$ cat config.mk
export PLATFORM = sky130hd
export DESIGN_NAME = async_fifo_burst_writer
export DESIGN_NICKNAME = d
export VERILOG_FILES = /design/src/rtl/async_fifo_pkg.sv /design/src/rtl/async_fifo_wr_hold.sv /design/src/rtl/async_fifo_burst_writer.sv
export SDC_FILE = /design/constraint.sdc
export NUM_CORES = 1
export LEC_CHECK = 0
export ABC_AREA = 0
export ABC_CLOCK_PERIOD_IN_PS = 1400
export CORE_MARGIN = 5
export CORE_UTILIZATION = 39
export DETAILED_ROUTE_END_ITERATION = 8
export PLACE_DENSITY = 0.75
export SYNTH_ARGS = -nofsm -noshare
export SYNTH_HDL_FRONTEND = slang
export SYNTH_SLANG_ARGS = --single-unit
$ cat constraint.sdc
create_clock -name wr_clk -period 1.4 [get_ports wr_clk]
set_input_delay 0.21 -clock wr_clk [delete_from_list [all_inputs] [get_ports wr_clk]]
set_output_delay 0.21 -clock wr_clk [all_outputs]
set_load 0.1 [all_outputs]
$ cat src/rtl/async_fifo_pkg.sv
// Shared definitions for the dual-clock FIFO write-side blocks.
//   ST_DATA / ST_PAD : burst writer FSM state encoding
//   DEF_PAD_VALUE    : default filler word for padding beats
//   DEF_CNT_WIDTH    : default width of the packet/stall counters
package async_fifo_pkg;

    localparam logic ST_DATA = 1'b0;
    localparam logic ST_PAD  = 1'b1;

    localparam logic [7:0]  DEF_PAD_VALUE = 8'hA5;
    localparam int unsigned DEF_CNT_WIDTH = 16;

endpackage

$ cat src/rtl/async_fifo_wr_hold.sv
// One-entry hold register between the upstream valid/ready stream and the FIFO
// write port. Owns the s_ready / wr_en handshake.
// Ports:
//   clk, rst_n          write clock, asynchronous active-low reset
//   s_valid/s_data/s_last/s_ready  upstream stream
//   fifo_full           FIFO full flag
//   pad                 writer is issuing padding beats (blocks upstream, keeps hold)
//   wr_en               FIFO write enable (combinational on fifo_full)
//   hold_vld/hold_data/hold_last   current hold contents
module async_fifo_wr_hold #(
    parameter int unsigned DATA_WIDTH = 8
) (
    input  logic                  clk,
    input  logic                  rst_n,
    input  logic                  s_valid,
    input  logic [DATA_WIDTH-1:0] s_data,
    input  logic                  s_last,
    output logic                  s_ready,
    input  logic                  fifo_full,
    input  logic                  pad,
    output logic                  wr_en,
    output logic                  hold_vld,
    output logic [DATA_WIDTH-1:0] hold_data,
    output logic                  hold_last
);

    logic                  vld_q, vld_d;
    logic [DATA_WIDTH-1:0] data_q, data_d;
    logic                  last_q, last_d;
    logic                  accept;
    logic                  pop;

    assign wr_en   = (vld_q | pad) & ~fifo_full;
    // Reset gates s_ready so nothing is handshaken while the block is held in reset.
    assign s_ready = rst_n & ~pad & (~vld_q | ~fifo_full);
    assign accept  = s_valid & s_ready;
    // Pad beats write the filler word, so they must not consume the held word.
    assign pop     = wr_en & ~pad;

    always_comb begin
        vld_d  = vld_q;
        data_d = data_q;
        last_d = last_q;
        if (accept) begin
            vld_d  = 1'b1;
            data_d = s_data;
            last_d = s_last;
        end else if (pop) begin
            vld_d = 1'b0;
        end
    end

    always_ff @(posedge clk or negedge rst_n) begin
        if (!rst_n) begin
            vld_q  <= 1'b0;
            data_q <= '0;
            last_q <= 1'b0;
        end else begin
            vld_q  <= vld_d;
            data_q <= data_d;
            last_q <= last_d;
        end
    end

    assign hold_vld  = vld_q;
    assign hold_data = data_q;
    assign hold_last = last_q;

endmodule

$ cat src/rtl/async_fifo_burst_writer.sv
// Write-side producer for the dual-clock FIFO (wr_clk domain). Forwards a
// valid/ready packet stream into the FIFO write port under fifo_full
// back-pressure and pads every packet to a whole burst of BURST_LEN words.
// Ports:
//   wr_clk, wr_rst_n    write clock, asynchronous active-low reset
//   s_valid/s_data/s_last/s_ready  upstream packet stream
//   fifo_full           FIFO full flag
//   wr_en, wr_data      FIFO write port
//   burst_done          pulse the cycle after the last word of a burst is written
//   pkt_cnt             packets fully written including padding (wraps)
//   stall_cnt           stalled cycles (saturating); built only when
//                       ASYNC_FIFO_WR_STALL_CNT_EN is defined, else tied to 0
module async_fifo_burst_writer
    import async_fifo_pkg::*;
#(
    parameter int unsigned          DATA_WIDTH = 8,
    parameter int unsigned          BURST_LEN  = 4,
    parameter logic [DATA_WIDTH-1:0] PAD_VALUE = DATA_WIDTH'(DEF_PAD_VALUE),
    parameter int unsigned          CNT_WIDTH  = DEF_CNT_WIDTH
) (
    input  logic                  wr_clk,
    input  logic                  wr_rst_n,
    input  logic                  s_valid,
    input  logic [DATA_WIDTH-1:0] s_data,
    input  logic                  s_last,
    output logic                  s_ready,
    input  logic                  fifo_full,
    output logic                  wr_en,
    output logic [DATA_WIDTH-1:0] wr_data,
    output logic                  burst_done,
    output logic [CNT_WIDTH-1:0]  pkt_cnt,
    output logic [CNT_WIDTH-1:0]  stall_cnt
);

    localparam int unsigned BEAT_W = $clog2(BURST_LEN);

    logic                  state_q, state_d;
    logic [BEAT_W-1:0]     beat_cnt_q;
    logic                  burst_done_q;
    logic [CNT_WIDTH-1:0]  pkt_cnt_q, pkt_cnt_d;
    logic                  pad;
    logic                  beat;
    logic                  beat_is_end;
    logic                  hold_vld;
    logic [DATA_WIDTH-1:0] hold_data;
    logic                  hold_last;

    assign pad = (state_q == ST_PAD);

    async_fifo_wr_hold #(
        .DATA_WIDTH (DATA_WIDTH)
    ) u_hold (
        .clk       (wr_clk),
        .rst_n     (wr_rst_n),
        .s_valid   (s_valid),
        .s_data    (s_data),
        .s_last    (s_last),
        .s_ready   (s_ready),
        .fifo_full (fifo_full),
        .pad       (pad),
        .wr_en     (wr_en),
        .hold_vld  (hold_vld),
        .hold_data (hold_data),
        .hold_last (hold_last)
    );

    assign beat        = wr_en;
    assign beat_is_end = (beat_cnt_q == BEAT_W'(BURST_LEN - 1));
    assign wr_data     = pad ? PAD_VALUE : hold_data;

    always_comb begin
        state_d   = state_q;
        pkt_cnt_d = pkt_cnt_q;
        if (beat) begin
            if (!pad) begin
                if (hold_last) begin
                    // A last word on the burst boundary completes the packet directly.
                    if (beat_is_end) pkt_cnt_d = pkt_cnt_q + CNT_WIDTH'(1);
                    else             state_d   = ST_PAD;
                end
            end else if (beat_is_end) begin
                state_d   = ST_DATA;
                pkt_cnt_d = pkt_cnt_q + CNT_WIDTH'(1);
            end
        end
    end

    always_ff @(posedge wr_clk or negedge wr_rst_n) begin
        if (!wr_rst_n) begin
            state_q      <= ST_DATA;
            beat_cnt_q   <= '0;
            burst_done_q <= 1'b0;
            pkt_cnt_q    <= '0;
        end else begin
            state_q      <= state_d;
            pkt_cnt_q    <= pkt_cnt_d;
            burst_done_q <= beat & beat_is_end;
            if (beat) beat_cnt_q <= beat_cnt_q + BEAT_W'(1);
        end
    end

    assign burst_done = burst_done_q;
    assign pkt_cnt    = pkt_cnt_q;

`ifdef ASYNC_FIFO_WR_STALL_CNT_EN
    logic [CNT_WIDTH-1:0] stall_cnt_q;

    always_ff @(posedge wr_clk or negedge wr_rst_n) begin
        if (!wr_rst_n) begin
            stall_cnt_q <= '0;
        end else if ((hold_vld | pad) & fifo_full & ~(&stall_cnt_q)) begin
            stall_cnt_q <= stall_cnt_q + CNT_WIDTH'(1);
        end
    end

    assign stall_cnt = stall_cnt_q;
`else
    assign stall_cnt = '0;
`endif

endmodule
==> results of run 1 <==
## state kept, by name, indices dropped and copies added, names as in the netlist
signal	cells
u_hold.hold_vld	1
u_hold.hold_last	1
pkt_cnt	16
pad	1
u_hold.hold_data	8
beat_cnt_q	2
burst_done	1
## area by class of cell
cell class | count | area share, %
multi-input combinational | 88 | 29.5
clock inverter | 1 | 0.197
clock buffer | 7 | 3.40
tap | 48 | 2.36
timing repair buffer | 61 | 33.1
inverter | 1 | 0.148
sequential | 30 | 31.2
## where the power goes
group / internal [mW] / switching (mW) / total, mW
Combinational: 1.42 / 2.09 / 3.51
Sequential: 1.15 / 0.260 / 1.41
Clock: 0.395 / 0.300 / 0.695
## repair_timing
item | in CTS | in global routing
hold buffers | 0 | 0
gates resized for setup | 18 | 3
pin swaps | 3 | 6
setup endpoints to repair | 33 | 31
buffers inserted | 6 | 3
## critical path: stages (launching register included)
cell,delay (ns)
dfrtp_1,0.41
buf_6,0.14
a211oi_4,0.16
buf_4,0.16
buf_12,0.16
## synthesized netlist by cell type
cell	number	area share, %
buf_4	16	8.2
conb_1	1	0.26
ha_1	2	1.7
buf_6	1	0.77
xor2_1	2	1.2
clkbuf_1	2	0.51
buf_1	1	0.26
nor2_1	4	1.0
xnor2_1	14	8.4
nand2_1	4	1.0
or2_2	4	1.7
mux2_2	11	8.5
nand4_1	4	1.7
a21oi_2	1	0.60
and3_1	2	0.86
nor3_1	1	0.34
nor4_4	1	1.5
nor3b_1	1	0.51
nor2b_1	4	1.7
inv_1	1	0.26
o21ai_0	1	0.34
a211oi_1	1	0.51
and2_1	4	1.7
dfrtp_1	30	51
nand3b_4	1	1.4
a21oi_1	1	0.34
nand3_1	8	2.7
nand2b_1	1	0.43
## layer usage
metal | global-route usage, % | vias up | share of wire [%]
li1 | - | 503 | -
met1 | 16.4 | 513 | 39
met2 | 24.3 | 35 | 53
met3 | 4.26 | 6 | 6.4
met4 | 8.14 | 0 | 2.0
met5 | 0 | - | 0
## metrics by stage
step                std cells  hold WS [ns]
detailed placement        219         0.496
global route              236         0.167
finish                    236         0.144
floorplan                 139       -0.0856
CTS                       233         0.139
global placement          219         0.485
## cells by family (layout without fill, tap and decap cells)
kind of cell / count (synthesis) / in the layout / synth area share [%]
compound gates: 4 / 4 / 1.80
xor+xnor: 16 / 16 / 9.61
fa+ha+maj: 2 / 2 / 1.71
buf+inv: 21 / 70 / 10.0
flops: 30 / 30 / 51.5
mux: 11 / 11 / 8.49
other cells: 1 / 16 / 0.257
simple gates: 39 / 39 / 16.6
## worst max-delay path by stage
stage | startpoint | cells after the start | end
floorplan | u_hold.hold_vld | 4 | u_hold.hold_data[0]
global placement | fifo_full | 5 | u_hold.hold_data[0]
detailed placement | fifo_full | 5 | u_hold.hold_data[2]
CTS | pad | 4 | s_ready
global route | beat_cnt_q[0] | 6 | pkt_cnt[15]
finish | pad | 4 | s_ready
==> reports/metrics.csv, run 1 <==
metric;value;unit
status;finished with violations;
failing checks;negative setup slack;
Place WS;-0.461;ns
RR Startpoint;beat_cnt_q[0];
Tmin final;1.52;ns
drt wl/cell;14.1;microns
initial drt markers;41;
Reg clk slew, reported paths;0.06;ns
post-route ant nets;0;
total power per unit cell area;2210;mW/mm^2
DR pass1 iterations;4;
end of the worst register-to-register path;pkt_cnt[15];
area of the multi-input gates;751;sq um
Mean Syn Cell Area;11.8;sq um
library cells used by synthesis;28;
Area Overhead vs Synth;74.3;%
Post-Route Skew;0.00343;ns
gr usage total;14.5;%
H-tree Lvls;2;
most common cell after layout, fill and taps aside;buf_12;
Final HPWL DP;2440;microns
Final Cycle Share;109;%
Starting Density;40.2;%
grt total ovfl;0;
crit path capture type;primary output;
Crit path arrival time;1.31;ns
Die Area;0.00506;sq mm
register-to-register path setup slack;-0.10;ns
CTS tree;done;
Fillers;261;
final setup margin;-0.123;ns
Seq/Total Area, Yosys;51.5;%
die height;71.2;microns
final WL;3330;microns
Setup TNS;-1.98;ns
boundary pin count;56;
first-pass GRT wire length;5660;microns
Yosys warning count;0;
Final Hold Viols;0;
synthesized instance count;124;
Yosys reg bits;30;
Root Buffer;clkbuf_8;
clk_lat worst skew;0.28;ns
n_diodes;0;
final core occ;70.0;%
kind of critical path;register to primary output;
Peak Freq;657;MHz
total CTS buffers;5;
crit-path max FO;2;
total power;5.62;mW
CP required;1.19;ns
DP Area;0.00231;sq mm
max cap viols;0;
fin area;0.00254;sq mm
RSZ-0062 raised after global routing;true;
number of buffers added on ports;39;
maximum vdd ir drop;1.43;mV
Reg area;795;sq um
CTS Sinks;30;
# DRC;0;
most frequent cells in the layout;buf_12, buf_4, conb_1, dfrtp_1, xnor2_1;
CP startpoint kind;register;
Cell Rows;22;
Vias/cell;4.48;
Die Width;71.2;microns
vias in the first global route;1142;
worst hold path class;input port to asynchronous set/reset pin;
Setup violations, final;25;
synthesized area;0.00146;sq mm
clk buf depth;2;
GP Congestion;0.744;
Slew Limit Fails;0;
routed vias;1057;
core area;0.00363;sq mm
Final nets;202;
largest net degree at the start of global routing;31;
initial antenna violation count;0;
Reg2Reg Depth;6;
share of layout cells above drive strength 1;54.8;%
Leak Pwr;1.09;nW
No activity file was read; power rests on OpenSTA's default activity.
==> run 2, diff against run 1 <==
CAP_MARGIN = 20   (was default)
SYNTH_HIERARCHICAL = 1   (was default)
==> run 2 against run 1 <==
  * The flow still finishes with violations (negative setup slack)
  * Critical endpoint unchanged
  * Worst setup slack worse by 0.12 ns
  * Design area is 3.4% higher
  * Global-route usage is 0.064 points lower
  * Hold slack better by 0.28 ns
==> reports/metrics.csv, run 2 <==
metric;value;unit
status;finished with violations;
failing checks;negative setup slack;
Slew Limit Fails;0;
Reg clk slew, reported paths;0.06;ns
Fillers;235;
slowest CP cell;clkdlybuf4s50_1;
clk buf depth;2;
cell with the most instances after synthesis;dfrtp_1;
maximum vdd ir drop;2.08;mV
final cell count without fillers;243;
crit-path max FO;2;
most frequent cells in the layout;buf_12, dfrtp_1, buf_4, conb_1, clkdlybuf4s50_1;
vias in the first global route;1176;
Post-synth EDFFs;0;
Bufs and invs on worst path;4;
CP startpoint kind;input port;
Final nets;209;
WL met3;214;microns
RR Startpoint;pad;
Final Hold Viols;0;
CP required;1.19;ns
worst hold path class;input port to asynchronous set/reset pin;
Die Area;0.00513;sq mm
total power;5.89;mW
Mean Syn Cell Area;11.9;sq um
max incr delay on CP;0.53;ns
Die Width;71.6;microns
DR pass1 iterations;2;
M1 WL;1450;microns
final core occ;71.8;%
Crit path arrival time;1.44;ns
GP Congestion;0.758;
Post-synth top cells;dfrtp_1, buf_4, mux2_2;
fin area;0.00263;sq mm
CTS Sinks;30;
register-to-register path setup slack;-0.24;ns
first-pass GRT wire length;5600;microns
CTS tree;done;
initial antenna violation count;0;
top sig layer;met4;
ys async rst share;100;%
share of the synthesized area in the top cell type;50.7;%
synthesized instance count;125;
kind of critical path;input port to primary output;
dpl cells;232;
drt wl/cell;15.5;microns
RSZ-0062 raised after global routing;true;
Final HPWL DP;2620;microns
Vias/cell;4.69;
n_diodes;0;
largest net degree at the start of global routing;31;
CP Cell Sequence;clkdlybuf4s50_1 > inv_1 > buf_4 > a211oi_4 > buf_12;
share of layout cells above drive strength 1;52.3;%
# hold bufs at CTS;0;
ys flop type;dfrtp_1;
routed vias;1139;
Final Cycle Share;118;%
synthesized area;0.00148;sq mm
Setup violations, final;32;
Peak Freq;608;MHz
Root Buffer;clkbuf_8;
cell depth of the worst setup path;5;
crit path capture type;primary output;
core area;0.00366;sq mm
Tmin final;1.65;ns
most common cell after layout, fill and taps aside;buf_12;
Cell Rows;22;
boundary pin count;56;
DP Area;0.00237;sq mm
Post-Route Skew;0.00735;ns
Reg2Reg Depth;6;
# DRC;0;
Starting Density;40.5;%
post-synth top area cell;dfrtp_1;
Area contributors post-synth;dfrtp_1, mux2_2, buf_4;
Yosys warning count;6;
die height;71.6;microns
Largest delay share family, worst path;buffers and inverters;
initial drt markers;39;
max reg flops;16;
Seq/Total Area, Yosys;50.7;%
post-route ant nets;0;
final WL;3770;microns
number of buffers added on ports;39;
end of the worst register-to-register path;pkt_cnt[11];
total power per unit cell area;2240;mW/mm^2
max cap viols;0;
grt total ovfl;0;
WL met2;1990;microns
Area Overhead vs Synth;77.4;%
Leak Pwr;1.23;nW
Yosys reg bits;30;
H-tree Lvls;2;
Place WS;-0.619;ns
library cells used by synthesis;29;
clk_lat worst skew;0.28;ns
total CTS buffers;5;
final setup margin;-0.246;ns
gr usage total;14.5;%
run 2: cell count changes in the layout (fill, tap and decap cells not counted), sizes merged, moves of 2 or more:
| cell | delta |
|---|---|
| and3 | -2 |
| nor3 | +3 |
| nand2 | +2 |
| nor2 | +4 |
| nand4 | +2 |
| buf | +4 |
| inv | +3 |
| xor2 | +6 |
| nand3 | -7 |
| and2 | -3 |
| xnor2 | -6 |
run 2: cell type report:
cell class	count	area (sq um)	share of cell area [%]
inverter	4	15.0	0.571
clock buffer	7	86.3	3.28
tap	48	60.1	2.28
clock inverter	1	5.00	0.190
multi-input combinational	88	818	31.1
timing repair buffer	65	890	33.8
sequential	30	754	28.7
run 2: worst max path at each step:
stage / startpoint / end / slack, ns
floorplan: pad / pkt_cnt[13] / -0.86
global placement: fifo_full / pkt_cnt[13] / -0.52
detailed placement: fifo_full / pkt_cnt[12] / -0.62
CTS: u_hold/hold_vld / s_ready / -0.24
global route: pad / pkt_cnt[11] / -0.31
finish: wr_rst_n / s_ready / -0.25
run 2: routing by layer:
metal,GRT usage (%),up-vias
met3,4.07,8
met5,0,-
met4,9.39,0
met2,24.1,37
li1,-,527
met1,16.1,567
run 2: timing repair:
item,4_1_cts,5_1_grt
resized for setup,15,17
gates cloned,0,0
pin swaps,1,5
setup buffers,1,2
endpoints found under the hold margin,0,0
endpoints found under the setup margin,32,33
run 2: power breakdown:
| part | internal [mW] | switching (mW) |
|---|---|---|
| Clock | 0.396 | 0.315 |
| Combinational | 1.55 | 2.28 |
| Sequential | 1.13 | 0.222 |
run 2: logic make-up after synthesis:
family	after synthesis	share of synthesized area (%)
buffers and inverters	22	10.1
DFF	30	50.7
and+or+nand+nor	37	14.4
xor gates and xnor gates	16	9.46
other	1	0.253
adders and majority gates	2	1.69
AOI/OAI and AO/OA	6	5.07
muxes	11	8.36
run 2: stage by stage:
step                      TNS (ns)  hold WS (ns)
after floorplan             -15.44       -0.0856
after global placement      -10.04         0.486
after detailed placement    -11.59         0.487
after CTS                    -4.41         0.415
after global routing         -5.73         0.451
final                        -4.00         0.428
run 2: worst register-to-register path: cells and delay by family, from the launching register on:
kind / cells / cell delay (ns)
flip-flops: 1 / 0.42
AO/OA/AOI/OAI: 1 / 0.09
XOR/XNOR: 1 / 0.17
AND/OR/NAND/NOR: 4 / 0.88
==> run 3, diff against run 2 <==
ABC_CLOCK_PERIOD_IN_PS = default   (was 1400)
==> results of run 3 <==
Same layout as run 2: the final DEF is identical, and so are final timing and power.
==> variant 1: new RTL, config.mk and constraints of run 1 <==
Set the package constant `DEF_CNT_WIDTH` to 14 (it was 16).
--- a/src/rtl/async_fifo_pkg.sv
+++ b/src/rtl/async_fifo_pkg.sv
@@ -8,7 +8,7 @@
     localparam logic ST_PAD  = 1'b1;
 
     localparam logic [7:0]  DEF_PAD_VALUE = 8'hA5;
-    localparam int unsigned DEF_CNT_WIDTH = 16;
+    localparam int unsigned DEF_CNT_WIDTH = 14;
 
 endpackage
 
Interface: changed (resized pkt_cnt and stall_cnt); port bits go from 56 to 52. No check against the original RTL was run, so the function may have changed too.
==> variant 1 against run 1 <==
- the run still ends with negative setup slack left
- cell count shrank 6.4%
- non-clock buffer count rose by 2
- synthesized area decreased by 8.4%
- synthesized cell count is 9.7% lower
- wire length is 7.4% higher
- power up 3.7%
- sequential cell count is 2 lower
- worst setup slack lost 0.082 ns
- cell area down 2.5%
- die area decreased by 7.2%
- register-to-register slack got worse by 0.05 ns
- critical endpoint unchanged
- largest power group unchanged
- highest routed layer unchanged
==> variant 1: results (changes against run 1) <==
----------------------------------------------------
[GRT]
  Met2 track utilization from global routing ... 27.2% (+2.9 points)
  Largest net degree at the start of global routing ... 29 (-6.5%)
  First-pass GRT wire length ... 5480 um (-3.2%)
  Via count of the first global-routing pass ... 1134 (-0.70%)
  Met1 capacity usage during global routing ... 19.5% (+3.1 points)
  Total global-route track usage ... 15.5% (+0.96 points)

[Yosys]
  Synth top cells by count ... dfrtp_1, buf_4, mux2_2, xnor2_1, nand3_1
  Count of different cell masters after synthesis ... 27 (-3.6%)
  Sequential share of the synthesized area ... 52.4% (+0.98 points)
  Post-Syn Instances ... 112 (-9.7%)
  Most area-consuming cells after synthesis ... dfrtp_1, mux2_2, buf_4

[Placement]
  Placement Cell Area ... 2160 um2 (-6.6%)
  Final weighted congestion in routability-driven placement ... 0.746 (+0.16%)
  Worst setup timing slack at the placement stage ... -0.356 ns (+0.105 ns)
  Total half-perimeter wirelength after legalization and detailed placement ... 2260 um (-7.2%)

[STA]
  Post-route setup slack ... -0.205 ns (-0.0824 ns)
  Total negative slack for setup checks ... -3.13 ns (-1.15 ns)
  Setup violations, final ... 24 (-4.0%)
  Maximum clock skew at final layout ... 0.0116 ns (+0.00818 ns)
  Final hold slack ... 0.266 ns (+0.121 ns)

[Cells and area]
  Proportion of layout cells with a drive suffix above 1 ... 63.4% (+8.6 points)
  Count of placed standard cells in the final layout, fillers left out ... 221 (-6.4%)
  Max FFs per register ... 14 (-2)

[Status]
  Result of the run ... complete, but fails checks
  Violations in the final reports ... negative setup slack

[Clocking]
  H-tree levels ... 1 (-1)
  Clock latency reported for the late side of the worst-skew pair ... 0.34 ns (+0.06 ns)
  Master cell of the clock root buffer ... clkbuf_4

[Worst setup path]
  Stage delay of the slowest cell on the critical path ... 0.44 ns (+0.03 ns)
  Data arrival time at the worst-slack endpoint ... 1.40 ns (+0.09 ns)
  Critical path fanouts, max ... 3 (+1)
  Register-to-Register Setup Slack ... -0.15 ns (-0.05 ns)
  Endpoint of the most critical register-to-register path ... u_hold.hold_last$_DFFE_PN0P_

[Detailed routing]
  WL final ... 3570 um (+7.4%)
  Vias after detailed routing ... 1030 (-2.6%)
  Routed length on met2 ... 1900 um (+8.3%)
  Routed length on met1 ... 1450 um (+12%)

----------------------------------------------------
## variant 1: area by class of cell
class	count	share of cell area (%)
inverter	2	0.303
multi-input combinational	78	31.5
sequential	28	29.6
timing repair buffer	63	34.8
tap	46	2.32
clock buffer	4	1.46
## variant 1: report_power, final
group,internal [mW],switching (mW)
Sequential,1.09,0.259
Clock,0.160,0.246
Combinational,1.69,2.39
Total,2.94,2.89
## variant 1: cells by family after synthesis
family,synth area share [%]
other cells,0.281
buf+inv,10.1
fa+ha+maj,1.87
xor+xnor,9.18
flops,52.4
mux,9.27
compound gates,2.53
simple gates,14.3
## variant 1: repair_timing
action | in CTS | in global routing
pin swaps | 5 | 12
resized for setup | 32 | 25
setup buffers | 4 | 5
endpoints found under the setup margin | 26 | 36
## variant 1: worst max-delay path, delay by kind of cell, from the launching register on
| family | cells | cell delay, ns |
|---|---|---|
| AO/OA/AOI/OAI | 1 | 0.17 |
| flip-flops | 1 | 0.44 |
| buffers and inverters | 3 | 0.45 |
==> variant 2: new RTL, settings of run 1 <==
Made on the original files. Put one more register stage on the output `pkt_cnt`, with the module's reset. The value now appears one clock later. The other outputs are not delayed to match.
--- a/src/rtl/async_fifo_burst_writer.sv
+++ b/src/rtl/async_fifo_burst_writer.sv
@@ -100,7 +100,13 @@
     end
 
     assign burst_done = burst_done_q;
-    assign pkt_cnt    = pkt_cnt_q;
+    always_ff @(posedge wr_clk or negedge wr_rst_n) begin
+        if (!wr_rst_n) begin
+            pkt_cnt <= '0;
+        end else begin
+            pkt_cnt <= pkt_cnt_q;
+        end
+    end
 
 `ifdef ASYNC_FIFO_WR_STALL_CNT_EN
     logic [CNT_WIDTH-1:0] stall_cnt_q;
Function: changed (Yosys sat finds a counterexample within 10 cycles, from zero or initial values and one cycle with wr_rst_n low).
==> variant 2 against run 1 <==
- the run still ends with negative setup slack left
- combinational power rose by 11%
- global-route usage decreased by 2.3 points
- sequential cell count rose by 16
- worst setup slack worse by 0.026 ns
- critical endpoint unchanged
- power up 17%
- wire length rose by 11%
- highest routed layer unchanged
- synthesized area up 29%
- cell area is 20% higher
- core utilization is 5.6 points lower
- critical path type unchanged
==> variant 2: results (changes against run 1) <==
----------------------------------------------------
[Status]
  Result of the run ... complete, but fails checks
  Violations in the final reports ... negative setup slack

[Worst setup path]
  Endpoint of the most critical register-to-register path ... u_hold.hold_data[1]$_DFFE_PN0P_
  Slowest library cell on the worst path ... dfrtp_2
  Data arrival time at the worst-slack endpoint ... 1.34 ns (+0.03 ns)
  Critical path fanouts, max ... 5 (+3)
  R2R cell count ... 5 (-1)
  Register-to-Register Setup Slack ... -0.13 ns (-0.03 ns)
  Stage delay of the slowest cell on the critical path ... 0.44 ns (+0.03 ns)
  Worst r2r src ... pad$_DFFE_PN0P_

[GRT]
  First-pass GRT wire length ... 5910 um (+4.5%)
  Largest net degree at the start of global routing ... 47 (+52%)
  Total global-route track usage ... 12.3% (-2.3 points)
  Global-route met3 utilization ... 3.50% (-0.76 points)
  Met1 capacity usage during global routing ... 14.7% (-1.8 points)

[STA]
  Post-route setup slack ... -0.149 ns (-0.0259 ns)
  Maximum clock skew at final layout ... 0.00683 ns (+0.00340 ns)
  Total negative slack for setup checks ... -2.77 ns (-0.784 ns)
  Setup violations, final ... 31 (+24%)

[Clocking]
  Resized cells post-CTS ... 17 (-1)

[Placement]
  Final weighted congestion in routability-driven placement ... 0.800 (+7.4%)
  Worst setup timing slack at the placement stage ... -0.348 ns (+0.113 ns)
  Total half-perimeter wirelength after legalization and detailed placement ... 2600 um (+6.9%)

[Cells and area]
  Proportion of layout cells with a drive suffix above 1 ... 48.8% (-6.0 points)
  Filler instances ... 342 (+31%)

[Yosys]
  Most area-consuming cells after synthesis ... dfrtp_1, buf_4, mux2_2
  Count of different cell masters after synthesis ... 26 (-7.1%)
  Synth top cells by count ... dfrtp_1, buf_4, xnor2_1
  Sequential share of the synthesized area ... 61.0% (+9.5 points)

[Detailed routing]
  Detailed-route DRC error count ... 0 (unchanged)
  Vias/cell ... 4.32 (-3.6%)
  Drt initial violations ... 46 (+12%)
  WL final ... 3690 um (+11%)

[Power and ir drop]
  Max VDD drop ... 1.07 mV (-25%)
  Internal ... 3.65 mW (+23%)
  Cell leakage power ... 1.40 nW (+28%)

----------------------------------------------------
[variant 2: cell count changes in the layout (fill, tap and decap cells not counted), moves of 2 or more]
cell | before | now
and2_1 | 4 | 2
buf_4 | 17 | 19
buf_6 | 5 | 7
dfrtp_1 | 15 | 44
dfrtp_2 | 5 | 2
dfrtp_4 | 10 | 0
dlygate4sd2_1 | 2 | 0
nand2_2 | 0 | 2
nand3_1 | 5 | 1
xnor2_1 | 14 | 11
xnor2_2 | 0 | 2
[variant 2: power groups by stage]
| stage | clock network, mW | registers (mW) | logic (mW) |
|---|---|---|---|
| 2_1_floorplan | 0 | 2.34 | 1.83 |
| 3_3_place_gp | 0 | 1.89 | 3.48 |
| 3_5_place_dp | 0 | 1.91 | 3.52 |
| 4_1_cts | 0.847 | 1.88 | 3.79 |
| 5_1_grt | 0.909 | 1.92 | 4.04 |
| 6_report | 0.814 | 1.89 | 3.89 |
[variant 2: cells by family after synthesis]
logic type	after synthesis	synth area share [%]
fa+ha+maj	2	1.33
simple gates	39	14.1
xor+xnor	16	7.42
mux	11	6.56
buf+inv	20	7.36
other cells	1	0.199
flops	46	61.0
compound gates	4	2.05
[variant 2: routing by layer]
metal | wire length [um] | up-vias
li1 | - | 566
met3 | 252 | 6
met5 | 0 | -
met2 | 1800 | 46
met4 | 67 | 0
met1 | 1570 | 582
[variant 2: final cells by class]
type / count / area share (%)
timing repair buffer: 67 / 30.1
clock buffer: 7 / 2.84
inverter: 2 / 0.247
clock inverter: 1 / 0.165
sequential: 46 / 38.0
multi-input combinational: 88 / 25.9
tap: 67 / 2.76
[variant 2: metrics by stage]
step	instance area [um2]	instances	hold WS, ns
after global placement	2760	261	0.334
after global routing	3040	278	0.0672
after detailed placement	2760	261	0.355
after floorplan	2000	154	-0.0856
after CTS	2950	273	0.0334
final	3040	278	0.0107
